## src/rtl/keypad_bcd_debounced_encoder.sv

```systemverilog
// One-hot keypad lines -> key index, with 2-flop synchroniser, press/release debounce,
// single-cycle accept pulse and multi-key error flag. All outputs registered.
module keypad_bcd_debounced_encoder #(
  parameter int N_KEYS     = 10,
  parameter int CODE_W     = 4,
  parameter int DEB_CYCLES = 4
) (
  input  logic              clk,
  input  logic              rst,
  input  logic [N_KEYS-1:0] dec,
  output logic [CODE_W-1:0] BCD,
  output logic              tecla_acionada,
  output logic              tecla_valida,
  output logic              erro_multi
);

  localparam int CNT_W = $clog2(DEB_CYCLES + 1);
  localparam logic [CNT_W-1:0] CNT_MAX = CNT_W'(DEB_CYCLES);

  typedef enum logic [2:0] {IDLE, DB_PRESS, PRESSED, DB_RELEASE, ERROR} state_t;

  state_t              state, state_n;
  logic [N_KEYS-1:0]   s1, s, cand, cand_n;
  logic [CNT_W-1:0]    cnt, cnt_n, cnt_inc;
  logic [CODE_W-1:0]   bcd_n;
  logic                acion_n, valid_n, err_n, s_zero;

  function automatic logic is_one(input logic [N_KEYS-1:0] v);
    return (v != '0) && ((v & (v - N_KEYS'(1))) == '0);
  endfunction

  function automatic logic [CODE_W-1:0] key_index(input logic [N_KEYS-1:0] v);
    logic [CODE_W-1:0] idx;
    idx = '0;
    for (int i = 0; i < N_KEYS; i++)
      if (v[i]) idx = CODE_W'(i);
    return idx;
  endfunction

  always_ff @(posedge clk or posedge rst) begin
    if (rst) begin
      s1 <= '0;
      s  <= '0;
    end else begin
      s1 <= dec;
      s  <= s1;
    end
  end

  assign s_zero  = (s == '0);
  assign cnt_inc = (cnt == CNT_MAX) ? cnt : cnt + CNT_W'(1);

  always_ff @(posedge clk or posedge rst) begin
    if (rst) begin
      state          <= IDLE;
      cand           <= '0;
      cnt            <= '0;
      BCD            <= '0;
      tecla_acionada <= 1'b0;
      tecla_valida   <= 1'b0;
      erro_multi     <= 1'b0;
    end else begin
      state          <= state_n;
      cand           <= cand_n;
      cnt            <= cnt_n;
      BCD            <= bcd_n;
      tecla_acionada <= acion_n;
      tecla_valida   <= valid_n;
      erro_multi     <= err_n;
    end
  end

  always_comb begin
    state_n = state;
    cand_n  = cand;
    cnt_n   = cnt;
    bcd_n   = BCD;
    acion_n = tecla_acionada;
    valid_n = 1'b0;
    err_n   = erro_multi;
    case (state)
      IDLE: if (!s_zero) begin
        cand_n  = s;
        cnt_n   = CNT_W'(1);
        state_n = DB_PRESS;
      end
      DB_PRESS: begin
        if (s_zero) state_n = IDLE;
        else if (s != cand) begin
          cand_n = s;
          cnt_n  = CNT_W'(1);
        end else begin
          cnt_n = cnt_inc;
          if (cnt_inc == CNT_MAX) begin
            if (is_one(cand)) begin
              bcd_n   = key_index(cand);
              valid_n = 1'b1;
              acion_n = 1'b1;
              state_n = PRESSED;
            end else begin
              // start release timing from zero so a prompt release still waits the full window
              err_n   = 1'b1;
              cnt_n   = '0;
              state_n = ERROR;
            end
          end
        end
      end
      PRESSED: if (s_zero) begin
        cnt_n   = CNT_W'(1);
        state_n = DB_RELEASE;
      end
      DB_RELEASE: begin
        if (!s_zero) begin
          cnt_n   = '0;
          state_n = PRESSED;
        end else begin
          cnt_n = cnt_inc;
          if (cnt_inc == CNT_MAX) begin
            acion_n = 1'b0;
            state_n = IDLE;
          end
        end
      end
      ERROR: begin
        if (!s_zero) cnt_n = '0;
        else begin
          cnt_n = cnt_inc;
          if (cnt_inc == CNT_MAX) begin
            err_n   = 1'b0;
            state_n = IDLE;
          end
        end
      end
      default: state_n = IDLE;
    endcase
  end

endmodule

```

## config.mk

```make
export PLATFORM = sky130hd
export DESIGN_NAME = keypad_bcd_debounced_encoder
export DESIGN_NICKNAME = d
export VERILOG_FILES = /design/src/rtl/keypad_bcd_debounced_encoder.sv
export SDC_FILE = /design/constraint.sdc
export NUM_CORES = 1
export LEC_CHECK = 0
export ABC_AREA = 1
export CAP_MARGIN = 25
export CORE_ASPECT_RATIO = 1.5
export CORE_MARGIN = 3
export CORE_UTILIZATION = 61
export DETAILED_ROUTE_END_ITERATION = 7
export PLACE_DENSITY = 0.84
export SLEW_MARGIN = 10
export SYNTH_ARGS = -nofsm -noshare
export SYNTH_HDL_FRONTEND = slang
export SYNTH_SLANG_ARGS = --single-unit
```

## constraint.sdc

```tcl
create_clock -name clk -period 2.7 [get_ports clk]
set_input_delay 0.54 -clock clk [delete_from_list [all_inputs] [get_ports clk]]
set_output_delay 0.54 -clock clk [all_outputs]
set_load 0.05 [all_outputs]
```

==> metrics <==
# H-tree levels 2; CTS buffer count 5; Die Width 54.6 um; Clk pin slew, worst setup/hold paths 70 ps; Placement Setup Slack 848 ps; status complete, no violations; hold crit path type reg2reg; synth unique cells 28; layout cells sized above 1 9.97%; largest net degree at the start of global routing 44; post_cts resized 0; Slowest-stage cell, CP clkdlybuf4s50_1; diode count 0; Ports 19; leakage 0.00122 uW; relative slew slack 65.2%; Comb pwr share 37.1%; WP buf/inv 1; clk root buf clkbuf_8; Final nets 304; sequential fraction of design power 38.9%; starting density of the core 65.8%; RSZ-0062 raised after global routing no; #FFs+latches synth 43; switching power total 936 uW; row cnt 25; 1st-iter DRT viols 64; Max Clk Rate 502 MHz; peak supply drop 0.577 mV; antenna viol nets, final 0; total vias in the final route 1774; vias in the first global route 1742; first-pass GRT wire length 7120 um; Int Power 1450 uW; period utilization 73.8%; Mapped Cells 267; Cell Chain, Critical Path clkdlybuf4s50_1; Avg Inst Size Synth 8.09 um^2; Final WS setup 706 ps; clk_lat worst skew 290 ps; drt via density 5.36; initial antenna violation count 0; hold_buf cts 0; CP max FO 2; CTS tree yes; Max Cap Viol 0; Final Hold Vio Count 0; area post-placement 2360 um^2; worst path arrival time 1450 ps; Syn. warnings 0; clk buf depth 2; transition time of the tightest slew-check pin 522 ps; Clock Power Share 23.9%; GRT overflow 0; synthesized area 2160 um^2; synthesis-to-finish area growth 15.6%; Sw Ratio 39.2%; DP HPWL 3000 um; max incr delay on CP 810 ps; CP required 2160 ps; # setup viols final 0; max-slew violations 0; drt wl/cell 12.2 um; setup TNS 0 ps; Crit path max-delay family buffers and inverters; GRT Overall Usage 22.7%; kind of critical path reg2out; Die Span Y 78.9 um; Post-Syn Nets 281; DRC 0; core footprint 3280 um^2; DR pass1 iterations 4; sequential area share after synthesis 49.8%; gpl congestion 0.805; PortBufs 18; Hold WS 352 ps; wirelength, routed 4040 um; clk sinks 43; design area 2500 um^2; Clock Skew 5.92 ps; Tmin final 1990 ps; postcts setup bufs 0; startpoint types register; Crit. End Element output pin; power density over cell area 956 nW/um^2; Die ar. 4310 um^2
cells by family (layout without fill, tap and decap cells):
family | count (synthesis) | count (layout) | synth area share, %
xor+xnor | 5 | 5 | 2.03
fa+ha+maj | 2 | 2 | 1.16
flops | 43 | 43 | 49.8
buf+inv | 35 | 59 | 7.12
compound gates | 33 | 33 | 8.28
simple gates | 149 | 149 | 31.6
cells in the mapped netlist (all sizes together):
master	n	area (um^2)
a31o	1	8.76
xor2	2	17.5
a22oi	1	7.51
dfrtp	43	1080
buf	3	33.8
a21oi	9	45.0
o21ai	19	95.1
inv	32	120
nor3	6	35.0
nand4	2	27.5
nand2	79	319
xnor2	3	26.3
nor2	48	220
o21bai	1	7.51
ha	2	25.0
and2	1	6.26
nand3	13	75.1
a21boi	2	15.0
layer usage:
layer	vias up	track usage, %	wire [um]
met1	824	22.4	1490
met5	-	0	0
met2	56	41.6	2250
met3	12	5.25	177
li1	882	-	-
met4	0	10.7	118
cell type report:
class,instances,area [um^2]
clock inverter,2,60.1
inverter,32,120
sequential,43,1080
clock buffer,6,72.6
timing repair buffer,19,188
fill,256,787
tap,40,50.0
multi-input combinational,189,931
sequential cells by signal, indices dropped and copies added (netlist names):
| signal | cells |
|---|---|
| tecla_valida | 1 |
| state | 3 |
| s1 | 10 |
| cnt | 3 |
| tecla_acionada | 1 |
| erro_multi | 1 |
| BCD | 4 |
| s | 10 |
| cand | 10 |
stage by stage:
stage	cells	util, %	power [uW]
after floorplan	267	-	1660
final	331	76.0	2390
after global placement	323	72.0	1790
after detailed placement	323	72.0	1820
after global routing	331	76.0	2590
after CTS	331	76.0	2400
path summary, 6_finish.rpt:
kind / start / end / slack, ps / cells after the start
setup / recovery: BCD[1] / BCD[1] / 710 / 1
hold / removal: s1[4] / s[4] / 350 / 0
setup reg to reg: cnt[0] / BCD[2] / 770 / 9
hold reg to reg: s1[4] / s[4] / 350 / 0
max in group asynchronous: rst / cand[2] / 1660 / 3
min in group asynchronous: rst / cnt[1] / 670 / 3
cells in the final DEF, fill, tap and decap left out, types with 2 or more instances in the layout:
cell type | synthesis | final
nor3_1 | 5 | 5
nor2_4 | 3 | 3
o21ai_1 | 2 | 2
dfrtp_1 | 43 | 43
a21oi_1 | 9 | 9
nand2_2 | 3 | 3
nand2_4 | 2 | 2
ha_1 | 2 | 2
nand3_1 | 11 | 11
nor2_1 | 38 | 38
nand2_1 | 74 | 74
clkbuf_8 | 0 | 5
clkdlybuf4s50_1 | 0 | 18
o21ai_0 | 17 | 17
inv_1 | 31 | 31
xnor2_1 | 3 | 3
xor2_1 | 2 | 2
bufinv_16 | 0 | 2
nand3_2 | 2 | 2
nor2_2 | 7 | 7
power groups by stage:
stage / Clock [uW] / Sequential (uW) / Combinational (uW)
floorplan: 0 / 902 / 762
global placement: 0 / 936 / 851
detailed placement: 0 / 941 / 880
CTS: 584 / 929 / 890
global route: 624 / 955 / 1010
finish: 571 / 930 / 886
No activity file was read; power rests on OpenSTA's default activity.
==> RTL change: new RTL, config.mk and constraints unchanged <==
Encoding of `state_t`: now one-hot (5 bits for 5 states).
--- a/src/rtl/keypad_bcd_debounced_encoder.sv
+++ b/src/rtl/keypad_bcd_debounced_encoder.sv
@@ -17,7 +17,7 @@
   localparam int CNT_W = $clog2(DEB_CYCLES + 1);
   localparam logic [CNT_W-1:0] CNT_MAX = CNT_W'(DEB_CYCLES);
 
-  typedef enum logic [2:0] {IDLE, DB_PRESS, PRESSED, DB_RELEASE, ERROR} state_t;
+  typedef enum logic [4:0] {IDLE = 5'b00001, DB_PRESS = 5'b00010, PRESSED = 5'b00100, DB_RELEASE = 5'b01000, ERROR = 5'b10000} state_t;
 
   state_t              state, state_n;
   logic [N_KEYS-1:0]   s1, s, cand, cand_n;
Function: same outputs for any inputs over 10 cycles, from zero or initial values and one cycle with rst high; not proved beyond that.
==> RTL change against the original RTL <==
Sequential share of layout area rose by 0.46 points. Worst setup slack lost 0.010 ns. Core utilization decreased by 1.7 points. Final cell count decreased by 0.60%. Area after synthesis up 5.3%. Final area grew 3.7%. Total power rose by 1.9%. Non-clock buffer count is 1 higher. Sequential cell count grew 2. Routed wire length up 0.37%. Count of clock-buffer cells in the layout is 1 lower. Critical path type unchanged. Largest cell class unchanged. Largest power group is now combinational cells.
==> RTL change: results (changes against the original RTL) <==
Yosys cell types -> 32 (+14%)
total nets after synthesis -> 277 (-1.4%)
number of vias per cell -> 5.36 (about the same)
part of the Yosys area used for sequential elements -> 49.5% (-0.26 points)
share of post-route cells with drive strength above 1 -> 16.4% (+6.4 points)
via count of the first global-routing pass -> 1755 (+0.75%)
top cells by area, synth -> sky130_fd_sc_hd__dfrtp_1 (48%), sky130_fd_sc_hd__nand2_1 (9.7%), sky130_fd_sc_hd__inv_1 (6.1%), sky130_fd_sc_hd__nor2_1 (4.3%), sky130_fd_sc_hd__o21ai_2 (3.1%)
top post-synthesis cells by count -> sky130_fd_sc_hd__nand2_1 (59), sky130_fd_sc_hd__dfrtp_1 (44), sky130_fd_sc_hd__inv_1 (37)
number of nets in the final layout -> 301 (-0.99%)
Cell Count Post-Placement -> 322 (-0.31%)
Cells after Synth -> 263 (-1.5%)
peak supply drop -> 0.816 mV (+41%)
relative slew slack -> 67.3% (+2.1 points)
metal3 WL -> 214 um (+21%)
Post-Place Setup Slack -> 0.922 ns (+0.0737 ns)
final routed wire length divided by cell count -> 12.3 um (+0.98%)
weighted congestion at the end of routability-driven global placement -> 0.954 (+18%)
status -> completed
leakage dissipation -> 1.29 nW (+5.5%)
largest net degree at the start of global routing -> 20 (-55%)
final setup skew -> 0.00434 ns (-0.00158 ns)
sum of net half-perimeters after detailed placement -> 3040 um (+1.2%)
gr usage total -> 21.1% (-1.6 points)
wl on met1 -> 1680 um (+13%)
synthesized-area fraction occupied by adder cells -> 1.10% (-0.059 points)
routed wire length on met2 -> 2030 um (-10%)
initial drt markers -> 72 (+13%)
RTL change: area by class of cell:
cell class	instances	area share [%]
timing repair buffer	20	7.54
clock buffer	5	2.66
sequential	45	43.5
clock inverter	2	1.50
inverter	39	5.65
tap	42	2.03
multi-input combinational	176	37.1
RTL change: where the power goes:
group | switching, W | internal, W | leakage [nW]
clock | 0.000216 | 0.000274 | 0.0546
combinational | 0.000613 | 0.000359 | 0.681
sequential | 0.000160 | 0.000811 | 0.551
RTL change: cell families (layout without fill, tap and decap cells):
group	Yosys count	in the layout
xor+xnor	5	5
compound gates	38	38
simple gates	131	131
fa+ha+maj	2	2
flops	45	45
buf+inv	42	66
RTL change: path summary, 6_finish.rpt:
kind                                startpoint             end  slack [ns]  cells after the start
min in group asynchronous                  rst            s[5]        0.50                      2
worst min-delay path                     s1[5]            s[5]        0.35                      0
max in group asynchronous                  rst        state[0]        1.62                      3
worst max-delay path            tecla_acionada  tecla_acionada        0.70                      1
worst max register to register          cnt[0]      erro_multi        0.86                     12
worst min register to register           s1[5]            s[5]        0.35                      0
RTL change: metal layers:
metal,GRT usage [%],vias up
met5,0,-
met4,10.7,0
met3,4.29,17
met2,36.3,53
met1,25.3,815
li1,-,879
RTL change: stage by stage:
step	hold slack, ns	utilization, %	area, um2
final	0.348	74.4	2590
after global routing	0.359	74.4	2590
after CTS	0.351	74.4	2590
after detailed placement	0.335	71.3	2480
after global placement	0.331	71.3	2480
after floorplan	0.331	-	2280
RTL change: worst register-to-register path: cells and delay by family, from the launching register on:
kind / cells / cell delay (ns)
and+or+nand+nor: 8 / 0.78
DFF: 1 / 0.36
buffers and inverters: 2 / 0.27
adders and majority gates: 1 / 0.20
xor gates and xnor gates: 1 / 0.19
